**config.mk**
```make
export PLATFORM = sky130hd
export DESIGN_NAME = stack_mem_arbiter
export DESIGN_NICKNAME = d
export VERILOG_FILES = /design/src/rtl/stack_mem_arbiter.sv
export SDC_FILE = /design/constraint.sdc
export NUM_CORES = 1
export LEC_CHECK = 0
export CAP_MARGIN = 10
export CORE_AREA = 2 2 78 58
export CTS_CLUSTER_SIZE = 14
export DETAILED_ROUTE_END_ITERATION = 8
export DIE_AREA = 0 0 80 60
export GPL_TIMING_DRIVEN = 1
export PLACE_DENSITY = 0.88
export SYNTH_ARGS = -nofsm -noshare
export SYNTH_HDL_FRONTEND = slang
export SYNTH_SLANG_ARGS = --single-unit
```
**constraint.sdc**
```tcl
create_clock -name clk -period 3.15 [get_ports clk]
set_input_delay 0.63 -clock clk [delete_from_list [all_inputs] [get_ports clk]]
set_output_delay 0.63 -clock clk [all_outputs]
set_load 0.02 [all_outputs]
```
**src/rtl/stack_mem_arbiter.sv**
```systemverilog
// Round-robin req/ack arbiter sharing one single-port memory between the CPU and debug ports.
// Optional debug bus lock enabled by defining ARB_DBG_LOCK_EN (adds the d_lock input).
module stack_mem_arbiter #(
  parameter int AW      = 5,
  parameter int DW      = 8,
  parameter int MEM_LAT = 1
) (
  input  logic          clk,
  input  logic          rst,
  input  logic          c_req,
  input  logic          c_we,
  input  logic [AW-1:0] c_addr,
  input  logic [DW-1:0] c_wdata,
  output logic          c_ack,
  output logic [DW-1:0] c_rdata,
  input  logic          d_req,
  input  logic          d_we,
  input  logic [AW-1:0] d_addr,
  input  logic [DW-1:0] d_wdata,
`ifdef ARB_DBG_LOCK_EN
  input  logic          d_lock,
`endif
  output logic          d_ack,
  output logic [DW-1:0] d_rdata,
  output logic          m_en,
  output logic          m_we,
  output logic [AW-1:0] m_addr,
  output logic [DW-1:0] m_wdata,
  input  logic [DW-1:0] m_rdata,
  output logic          busy,
  output logic          owner
);

  typedef enum logic [1:0] {IDLE, ACCESS, RESP} state_t;

  state_t     state, state_nxt;
  logic [3:0] cnt;
  logic       last;
  logic       lock_eff;
  logic       grant;
  logic       win_d;
  logic       capture;

`ifdef ARB_DBG_LOCK_EN
  logic lock;

  // Lock is only honoured while d_lock stays high; a low d_lock in IDLE releases it.
  assign lock_eff = lock & d_lock;

  always_ff @(posedge clk or negedge rst) begin
    if (!rst) begin
      lock <= 1'b0;
    end else if (state == RESP && owner && d_lock) begin
      lock <= 1'b1;
    end else if (state == IDLE && !d_lock) begin
      lock <= 1'b0;
    end
  end
`else
  assign lock_eff = 1'b0;
`endif

  assign busy = (state != IDLE);

  always_comb begin
    state_nxt = state;
    grant     = 1'b0;
    win_d     = 1'b0;
    capture   = 1'b0;
    case (state)
      IDLE: begin
        if (lock_eff) begin
          grant = d_req;
          win_d = 1'b1;
        end else begin
          grant = c_req | d_req;
          win_d = d_req & (~c_req | ~last);
        end
        if (grant) state_nxt = ACCESS;
      end
      ACCESS: begin
        if (cnt == 4'd0) begin
          capture   = 1'b1;
          state_nxt = RESP;
        end
      end
      RESP:    state_nxt = IDLE;
      default: state_nxt = IDLE;
    endcase
  end

  always_ff @(posedge clk or negedge rst) begin
    if (!rst) state <= IDLE;
    else      state <= state_nxt;
  end

  always_ff @(posedge clk or negedge rst) begin
    if (!rst) begin
      cnt     <= '0;
      last    <= 1'b1;
      owner   <= 1'b0;
      m_en    <= 1'b0;
      m_we    <= 1'b0;
      m_addr  <= '0;
      m_wdata <= '0;
      c_ack   <= 1'b0;
      d_ack   <= 1'b0;
      c_rdata <= '0;
      d_rdata <= '0;
    end else begin
      m_en  <= 1'b0;
      c_ack <= 1'b0;
      d_ack <= 1'b0;
      if (grant) begin
        owner   <= win_d;
        m_en    <= 1'b1;
        m_we    <= win_d ? d_we    : c_we;
        m_addr  <= win_d ? d_addr  : c_addr;
        m_wdata <= win_d ? d_wdata : c_wdata;
        cnt     <= 4'(MEM_LAT - 1);
      end
      if (state == ACCESS && !capture) cnt <= cnt - 4'd1;
      // Read data lands in the winner's register only; writes keep the old value.
      if (capture) begin
        if (!m_we) begin
          if (owner) d_rdata <= m_rdata;
          else       c_rdata <= m_rdata;
        end
        if (owner) d_ack <= 1'b1;
        else       c_ack <= 1'b1;
      end
      if (state == RESP) last <= owner;
    end
  end

endmodule

```
# After elaboration in Yosys (flattened, before gate mapping)

Index checks and enable logic that the tools add are counted.

$add $sub $neg: 1
Eq/ne operators: 4
Muxes and demuxes: 18
Bitwise operators: 7
Reductions and logical operators: 9

Operators with widths:

| operator            | count |
|---|---|
| $mux 1              | 11 |
| $mux 4              | 2 |
| $mux 8              | 1 |
| $reduce_and 3->1    | 2 |
| $mux 5              | 1 |
| $logic_not 4->1     | 1 |
| $mux 2              | 2 |
| $ne 2x2->1 const B  | 2 |
| $not 1->1           | 4 |
| $pmux 2 s2          | 1 |
| $reduce_bool 2->1   | 2 |
| $sub 4x1->4 const B | 1 |
| $eq 2x1->1 const B  | 1 |
| $eq 2x2->1 const B  | 1 |
| $logic_not 2->1     | 1 |
| $or 1x1->1          | 2 |
| $reduce_and 2->1    | 1 |
| $and 1x1->1         | 1 |
| $logic_and 1x1->1   | 1 |
| $logic_not 1->1     | 1 |

Flip-flop bits (word level): 41

# Longest topological paths before layout

Gate-level depths: netlist of run 1.

Depth in word-level cells: 6
Gate-level depth with buffers: 5
Mapped depth without buffers: 5

# Worst setup path before layout of run 1

No wires, ideal clock.

Path type: register to output
Start: register state[1]
End: output busy
Data arrival time: 1.041 ns
Required time: 2.520 ns
Setup slack: 1.479 ns
Cell stages (with the launch flop): 4
Cells stage by stage: dfrtp_1 > nor2_2 > clkinv_1 > clkbuf_1

Longest elaborated chain between the ends: 1

Ends and longest elaborated chain:

| what                     | RTL line | text |
|---|---|---|
| start: declaration       | 36       | `state_t state, state_nxt;` |
| start signal: assignment | 94       | `else state <= state_nxt;` |
| $reduce_bool 2->1        | 63       | `assign busy = (state != IDLE);` |
| end: declaration         | 30       | `output logic busy,` |

Every way passes these cells.

# Final worst setup path of run 1

Same ends and word-level chain as after synthesis.

==> results of run 1 <==
-- cell type report --
| cell class | instances | area share [%] |
|---|---|---|
| flip-flops and latches | 41 | 37.89 |
| repair buffers | 77 | 27.96 |
| multi-input cells | 101 | 27.09 |
| clock buffers | 5 | 2.538 |
| well taps | 55 | 2.538 |
| clock inverters | 2 | 1.292 |
| inverters | 5 | 0.6922 |
-- power by group through the flow --
stage | sequential, mW | combinational [mW] | clock, mW
2_1_floorplan | 1.16 | 0.471 | 0
3_3_place_gp | 0.909 | 1.34 | 0
3_5_place_dp | 0.917 | 1.37 | 0
4_1_cts | 0.912 | 1.37 | 0.408
5_1_grt | 0.936 | 1.46 | 0.438
6_report | 0.910 | 1.36 | 0.401
-- stage by stage --
| step | area, sq um | hold slack [ns] | std cells |
|---|---|---|---|
| after floorplan | 1804 | 0.3344 | 153 |
| after global placement | 2608 | 0.4870 | 279 |
| after detailed placement | 2608 | 0.4930 | 279 |
| after CTS | 2711 | 0.4887 | 286 |
| after global routing | 2711 | 0.5154 | 286 |
| final | 2711 | 0.4566 | 286 |
-- routing by layer --
| layer | vias to the layer above | share of wire, % | global-route usage (%) |
|---|---|---|---|
| met4 | 0 | 0.64 | 6.538 |
| li1 | 721 | - | - |
| met2 | 67 | 47 | 31.19 |
| met1 | 737 | 44 | 24.66 |
| met5 | - | 0 | 0 |
| met3 | 2 | 8.6 | 5.740 |
-- worst paths after layout --
| kind | startpoint | depth (start not counted) | to | slack, ns |
|---|---|---|---|---|
| hold / removal | rst | 1 | c_rdata[4] | 0.46 |
| min in group clk | d_rdata[0] | 1 | d_rdata[0] | 0.51 |
| setup reg to reg | cnt[0] | 5 | d_rdata[4] | 1.29 |
| max in group asynchronous | rst | 1 | cnt[2] | 2.15 |
| setup / recovery | state[1] | 3 | busy | 0.45 |
| hold reg to reg | d_rdata[0] | 1 | d_rdata[0] | 0.51 |
-- placed cells by master (no fill, tap or decap), types with 2 or more instances in the layout --
cell type        instances
nor2b_1                  2
nor2_1                  15
buf_4                    3
inv_1                    4
clkbuf_8                 5
clkdlybuf4s50_1         73
mux2_2                  17
o31ai_1                 15
o21ai_0                 15
dfrtp_1                 40
a21oi_1                 13
a211oi_1                 2
-- synth_stat cells (2+ instances only) --
master    count
o31ai_1      15
nor2b_1       2
o21ai_0      15
a211oi_1      2
nor2_1       15
clkbuf_1      5
dfrtp_1      40
mux2_2       17
inv_1         4
a21oi_1      13
-- registers in the layout, summed over array words and instances (netlist names) --
name     count
cnt          4
m_addr       5
d_ack        1
c_rdata      8
c_ack        1
m_wdata      8
d_rdata      8
m_we         1
last         1
owner        1
m_en         1
state        2
-- logic make-up after synthesis --
group,share of synthesized area (%)
fa+ha+maj,0.6934
flops,56.94
mux,10.61
buf+inv,2.357
simple gates,10.61
compound gates,18.79
-- worst reg2reg max path, cell delays in order (launching register included) --
cell and delay [ns]:
dfrtp_1 0.41, inv_1 0.08, ha_1 0.19, nor3b_4 0.48, nand4b_4 0.25, mux2_2 0.33
==> results.md, run 1 <==
* Outcome: completed
* Fill count at 326
* Hold_buf cts at 0
* Number of DRC markers in iteration 0 at 60
* Post-synth EDFFs at 0
* Worst skew pair latency at 0.29 ns
* Global placement routability congestion at 0.8570
* CTS max path bufs at 2
* Relative slew slack at 38.98%
* Crit path cell chain: nor2_2, clkinv_1, clkdlybuf4s50_1
* Critical Path Sink Type: output pin
* Max Slew Vio Count at 0
* CP peak stage delay at 0.68 ns
* Floorplan row count at 20
* Family with the most delay on the worst path: buffers and inverters
* Comb pwr share at 51.0%
* Num CTS Buffers at 5
* Clock Skews at 0.008739 ns
* Register area share after synthesis at 56.93%
* Placement Setup Slack at 0.8098 ns
* Top FF cell, synth: dfrtp_1
* Final core occ at 66.07%
* Die Area at 0.004800 sq mm
* Drt pass-1 iters at 4
* H-Tree Depth at 2
* Share of cells above drive strength 1 at 16.45%
* CTS tree: done
* Final worst slack at 0.4529 ns
* Hpwl dp at 3.182 mm
* GRT Residual Overflow at 0
* Number of synthesized register bits at 41
* Peak Freq at 0.3708 GHz
* Vias per Instance at 5.339
* Diodes inserted at 0
* Required time worst endpoint at 2.52 ns
* Peak VDD IR at 505.5 uV
* Synth area leaders: dfrtp_1 55%, mux2_2 11%, o31ai_1 6.2%
* Critical path class: register to output pin
* Synthesized area per cell at 11.79 sq um
* IO buf count at 74
* Clock tree root buffer cell: clkbuf_8
* Sw Ratio at 37.45%
* Seq pwr share at 34.0%
* Die Ht at 60 um
* Synth top area share at 55.48%
* LEAKAGE at 1.120 nW
* Maxcap violations at 0
* Startpoint Class: register
* First-pass GRT wire length at 6.893 mm
* Area of the multi-input gates at 734.5 sq um
* Remaining DRCs at 0
* Area Overhead vs Synth at 50.28%
* Fin nets at 272
* Total power at 2.674 mW
* Setup violators final at 0
* Mapped Area at 0.001804 sq mm
* Total Wirelength at 4.355 mm
* Routed vias at 1,527
* Largest net degree at the start of global routing at 42
* Initial antenna violation count at 0
* Post-CTS Setup Bufs at 0
* GRT Resource Usage Total at 19.14%
* Final setup TNS at 0 ns
* Fin crit period at 2.697 ns
* Hold Vio Cnt, Final at 0
* Area leader, netlist: dfrtp_1
* Sw power at 1.001 mW
* WP data arrival at 2.07 ns
* P_int at 1.672 mW
* CTS Sinks at 41
* Fin crit share at 85.62%
* # resized after CTS at 0
* Post-DRT Antenna Nets at 0
* Worst Path Buf+Inv at 2
* Ports at 75
* Number of global-route vias before repair at 1,541
* Post-Syn Nets at 194
* Reg clk slew, reported paths at 0.07 ns
* Asr flop ratio synth at 100.0%
* Initial Utilization at 43.96%
* Max stage delay cell, worst path: clkdlybuf4s50_1
* Worst min path class: primary input to async pin
* Worst-Margin Slew at 0.9120 ns
* Unrepaired setup endpoints after global routing: false
* Clock group share of total power at 15.0%
* Core area at 0.004104 sq mm
* Cells after Synth at 153
* YS warnings at 0
* Wire per inst at 15.23 um
* FF+latch area at 0.001027 sq mm
* Count of different cell masters after synthesis at 35
* Die W at 80 um
* Critical Path Fanout Max at 18
* PwrDens at 986.2 mW/mm^2
Note: power is estimated with default switching activity, not from simulation.
==> inputs of run 2 (changes only) <==
Settings changed: CORE_AREA 2 2 78 58 to 2 2 82 60, DIE_AREA 0 0 80 60 to 0 0 84 62, PLACE_DENSITY 0.88 to 0.82.
Clock period 3.15 ns to 2.7 ns, I/O delays scaled along.
==> run 2 against run 1 <==
Against the previous run:
- largest power group unchanged
- sequential power increased by 16%
- worst hold slack lost 0.083 ns
- critical endpoint unchanged
- sequential share of layout area is 0.14 points lower
- critical path type unchanged
- global-route usage shrank 2.2 points
- register-to-register slack got worse by 0.40 ns
==> results.md, run 2 (synthesis gave the netlist of run 1 again) <==
* Initial antenna violation count at 0 (unchanged)
* PwrDens at 1132 mW/mm^2 (+15%)
* Hold slack final at 0.3740 ns (-0.08257 ns)
* Area Overhead vs Synth at 50.83%
* CTS max path bufs at 2 (unchanged)
* Floorplan row count at 21 (+5.0%)
* Fin crit share at 81.00%
* GRT Residual Overflow at 0 (unchanged)
* Vias per Instance at 5.086 (-4.7%)
* Hold Vio Cnt, Final at 0 (unchanged)
* Initial Utilization at 39.69% (-4.3 points)
* Wire per inst at 14.58 um (-4.2%)
* Fin nets at 274 (+0.74%)
* Commonest cells after routing, fill and taps aside: 73 x clkdlybuf4s50_1, 40 x dfrtp_1, 17 x mux2_2
* LEAKAGE at 1.127 nW (+0.61%)
* Post-CTS Setup Bufs at 0 (unchanged)
* Max stage delay cell, worst path: clkdlybuf4s50_1
* Reg clk slew, reported paths at 0.08 ns (about the same)
* Critical Path Sink Type: output pin
* Hold_buf cts at 0 (unchanged)
* Peak Freq at 0.4572 GHz
* Worst-Margin Slew at 0.9130 ns (+0.001042 ns)
* Clock group share of total power at 13.7% (-1.3 points)
* Core area at 0.004546 sq mm (+11%)
* Outcome: completed
* IO buf count at 74 (unchanged)
* Remaining DRCs at 0 (unchanged)
* Number of global-route vias before repair at 1,458 (-5.4%)
* CTS Sinks at 41 (unchanged)
* Clock tree root buffer cell: clkbuf_8
* Critical path class: register to output pin
* Share of cells above drive strength 1 at 17.52% (+1.1 points)
* Drt pass-1 iters at 4 (unchanged)
* Most common cell after layout, fill and taps aside: clkdlybuf4s50_1
* Placed cell count at 283 (+1.4%)
* Diodes inserted at 0 (unchanged)
* # resized after CTS at 0 (unchanged)
* Comb pwr share at 51.8% (+0.8 points)
* Family with the most delay on the worst path: buffers and inverters
* Ports at 75 (unchanged)
* Global placement routability congestion at 0.7653 (-11%)
* Largest net degree at the start of global routing at 42 (unchanged)
* Maxcap violations at 0 (unchanged)
* Hpwl dp at 3.158 mm (-0.75%)
* Crit path cell chain: nor2_2, clkinv_1, buf_4, clkdlybuf4s50_1
* WP data arrival at 1.65 ns (-0.42 ns)
* Worst min path class: primary input to async pin
* Number of DRC markers in iteration 0 at 35 (-42%)
* Peak VDD IR at 589.1 uV (+17%)
* Setup violators final at 0 (unchanged)
* Required time worst endpoint at 2.16 ns (-0.36 ns)
* CTS tree: done
* Critical Path Fanout Max at 18 (unchanged)
* Sw Ratio at 38.18% (+0.73 points)
* Fin cells at 291 (+1.7%)
* Max Slew Vio Count at 0 (unchanged)
* Post-DRT Antenna Nets at 0 (unchanged)
* Relative slew slack at 38.91% (-0.070 points)
* Sw power at 1.176 mW (+17%)
* Routed vias at 1,480 (-3.1%)
* Die W at 84 um (+5.0%)
* Die Area at 0.005208 sq mm (+8.5%)
* Fin crit period at 2.187 ns
* H-Tree Depth at 2 (unchanged)
* GRT Resource Usage Total at 16.94% (-2.2 points)
* First-pass GRT wire length at 6.748 mm (-2.1%)
* Total Wirelength at 4.243 mm (-2.6%)
* Final setup TNS at 0 ns (unchanged)
* Unrepaired setup endpoints after global routing: false
* CP peak stage delay at 0.55 ns (-0.13 ns)
* Clock Skews at 0.006573 ns (-0.002166 ns)
* Die Ht at 62 um (+3.3%)
* Seq pwr share at 34.5% (+0.5 points)
* Worst Path Buf+Inv at 3 (+1)
* Startpoint Class: register
* Num CTS Buffers at 5 (unchanged)
* Top flop regs: c_rdata (8), d_rdata (8), m_wdata (8)
* Worst skew pair latency at 0.29 ns (about the same)
* P_int at 1.904 mW (+14%)
-- run 2: cell count changes in the layout (fill, tap and decap cells not counted), sizes merged --
cell    previous run  this run
clkinv             2         3
buf                4         6
bufinv             1         0
clkbuf             5         6
-- run 2: metal layers --
metal	vias to the layer above	share of wire (%)	track usage, %
met4	0	0.97	5.760
li1	726	-	-
met3	4	8.6	6.473
met2	56	43	27.89
met5	-	0	0
met1	694	47	21.19
-- run 2: final timing paths --
path,start,to,slack (ns),cells after the start
min in group clk,c_rdata[3],c_rdata[3],0.51,1
max reg2reg,cnt[0],d_rdata[0],0.89,5
min reg2reg,c_rdata[3],c_rdata[3],0.51,1
min,rst,d_rdata[0],0.37,1
max,state[1],busy,0.51,4
max in group asynchronous,rst,cnt[3],1.77,1
-- run 2: per-stage QoR --
stage / setup slack, ns / instance area (sq um) / total power, mW / util, %
2_1_floorplan: 1.090 / 1804 / 1.905 / -
3_3_place_gp: 0.5457 / 2625 / 2.646 / 57.75
3_5_place_dp: 0.4788 / 2625 / 2.686 / 57.75
4_1_cts: 0.4920 / 2721 / 3.105 / 59.87
5_1_grt: 0.4193 / 2721 / 3.270 / 59.87
6_report: 0.5130 / 2721 / 3.080 / 59.87
-- run 2: layout make-up --
class                           count  area [sq um]
Clock inverter                      2         13.76
Clock buffer                        6         82.58
Multi-Input combinational cell    101         734.5
Timing Repair Buffer               79         773.2
Inverter                            5         18.77
Sequential cell                    41          1027
Tap cell                           57         71.32
Fill cell                         392          1824
-- run 2: power by group through the flow --
stage,Combinational (mW),Sequential [mW],Clock (mW)
floorplan,0.549,1.36,0
global placement,1.58,1.07,0
detailed placement,1.61,1.07,0
CTS,1.61,1.07,0.427
global route,1.71,1.10,0.458
finish,1.59,1.06,0.421
==> inputs of run 3 (changes only) <==
Clock period 2.7 ns to 2.2 ns, I/O delays scaled along.
==> run 3 against run 2 <==
Against the previous run:
- cell count increased by 0.69%
- final area increased by 1.9%
- clock-buffer cell count did not move
- critical endpoint unchanged
- largest power group unchanged
==> results.md, run 3 (synthesis gave the netlist of run 1 again) <==
* Outcome: completed
* Floorplan row count at 21 (unchanged)
* Placed cell count at 285 (+0.71%)
* First-pass GRT wire length at 6.858 mm (+1.6%)
* Sw power at 1.456 mW (+24%)
* Unrepaired setup endpoints after global routing: false
* Post-CTS Setup Bufs at 0 (unchanged)
* CTS tree: done
* Die W at 84 um (unchanged)
* Core area at 0.004546 sq mm (unchanged)
* Initial Utilization at 39.69% (unchanged)
* Post-DRT Antenna Nets at 0 (unchanged)
* # resized after CTS at 0 (unchanged)
* Critical Path Fanout Max at 4 (-14)
* CTS Sinks at 41 (unchanged)
* Relative slew slack at 37.03% (-1.9 points)
* Hpwl dp at 3.244 mm (+2.7%)
* Setup violators final at 0 (unchanged)
* Startpoint Class: register
* Number of DRC markers in iteration 0 at 101 (+190%)
* Ports at 75 (unchanged)
* PwrDens at 1415 mW/mm^2 (+25%)
* Most common cell after layout, fill and taps aside: clkdlybuf4s50_1
* Fin crit share at 87.74%
* Hold_buf cts at 0 (unchanged)
* Hold Vio Cnt, Final at 0 (unchanged)
* Share of cells above drive strength 1 at 18.22% (+0.70 points)
* Reg clk slew, reported paths at 0.08 ns (about the same)
* Critical path class: register to output pin
* Final setup TNS at 0 ns (unchanged)
* GRT Residual Overflow at 0 (unchanged)
* Peak Freq at 0.5180 GHz
* IO buf count at 74 (unchanged)
* Maxcap violations at 0 (unchanged)
* Critical Path Sink Type: output pin
* Vias per Instance at 5.181 (+1.9%)
* Top flop regs: c_rdata (8), d_rdata (8), m_wdata (8)
* LEAKAGE at 1.147 nW (+1.8%)
* Largest net degree at the start of global routing at 42 (unchanged)
* Required time worst endpoint at 1.76 ns (-0.40 ns)
* Remaining DRCs at 0 (unchanged)
* Area Overhead vs Synth at 53.68%
* Wire per inst at 14.90 um (+2.2%)
* CTS max path bufs at 2 (unchanged)
* Initial antenna violation count at 0 (unchanged)
* Global placement routability congestion at 0.8321 (+8.7%)
* CP Launch Point: state[1]
* Drt pass-1 iters at 4 (unchanged)
* H-Tree Depth at 2 (unchanged)
* Clock Skews at 0.007534 ns (+0.0009615 ns)
* Worst r2r src: cnt[0]
* Worst reg2reg path depth at 5 (unchanged)
* Comb pwr share at 50.8% (-1.0 points)
* Total Wirelength at 4.367 mm (+2.9%)
* Max stage delay cell, worst path: clkdlybuf4s50_1
* Clock tree root buffer cell: clkbuf_8
* Peak VDD IR at 689.1 uV (+17%)
* Die Area at 0.005208 sq mm (unchanged)
* Number of global-route vias before repair at 1,496 (+2.6%)
* CP peak stage delay at 0.55 ns (about the same)
* WP data arrival at 1.49 ns (-0.16 ns)
* Max Slew Vio Count at 0 (unchanged)
* Commonest cells after routing, fill and taps aside: 73 x clkdlybuf4s50_1, 40 x dfrtp_1, 17 x mux2_2
* Crit path cell chain: nor2_2, clkinv_1, clkdlybuf4s50_1
* P_int at 2.466 mW (+30%)
* Fin cells at 293 (+0.69%)
* Sw Ratio at 37.12% (-1.1 points)
* GRT Resource Usage Total at 16.98% (+0.040 points)
* Routed vias at 1,518 (+2.6%)
* Seq pwr share at 33.2% (-1.3 points)
* Worst skew pair latency at 0.29 ns (about the same)
* Worst min path class: primary input to async pin
* Die Ht at 62 um (unchanged)
* Diodes inserted at 0 (unchanged)
* Fin nets at 276 (+0.73%)
* Fin crit period at 1.930 ns
* Worst-Margin Slew at 0.9411 ns (+0.02811 ns)
* Num CTS Buffers at 5 (unchanged)
* Clock group share of total power at 16.0% (+2.3 points)
-- run 3: path summary, 6_finish.rpt --
path                                   end  slack (ns)
worst max register to register  d_rdata[2]        0.37
worst max-delay path                  busy        0.27
max in group asynchronous             last        1.83
worst min-delay path            c_rdata[4]        0.10
worst min register to register  c_rdata[1]        0.51
min in group clk                c_rdata[1]        0.51
-- run 3: power groups by stage --
stage	Combinational (mW)	Clock, mW	Sequential, mW
after floorplan	0.674	0	1.66
after global placement	1.96	0	1.31
after detailed placement	2.01	0	1.32
after CTS	2.01	0.640	1.30
after global routing	2.13	0.669	1.35
final	1.99	0.628	1.30
-- run 3: metrics by stage --
stage | total power, mW | hold WS (ns) | worst slack (ns) | utilization, % | area, sq um
final | 3.922 | 0.1049 | 0.2696 | 61.00 | 2773
after global routing | 4.147 | 0.1148 | 0.1738 | 61.00 | 2773
after CTS | 3.955 | 0.1101 | 0.2431 | 61.00 | 2773
after detailed placement | 3.320 | 0.4265 | 0.03440 | 58.35 | 2653
after global placement | 3.269 | 0.4240 | 0.1414 | 58.35 | 2653
after floorplan | 2.338 | 0.1444 | 0.5904 | - | 1804
-- run 3: area by class of cell --
type / instances / area, sq um
inverters: 5 / 18.77
multi-input cells: 101 / 734.5
flip-flops and latches: 41 / 1027
clock buffers: 6 / 82.58
well taps: 57 / 71.32
clock inverters: 2 / 37.54
fillers: 372 / 1773
repair buffers: 81 / 800.8
-- run 3: worst max-delay path, delay by kind of cell (launching register included) --
kind,cells,cell delay (ns)
buffers and inverters,2,0.64
flip-flops,1,0.42
AND/OR/NAND/NOR,1,0.14
-- run 3: routing by layer --
metal | vias up | global-route usage [%] | wire, um
met5 | - | 0 | 0
met4 | 0 | 4.147 | 32
met1 | 729 | 21.76 | 1980
met2 | 61 | 28.34 | 2005
li1 | 723 | - | -
met3 | 5 | 6.209 | 348
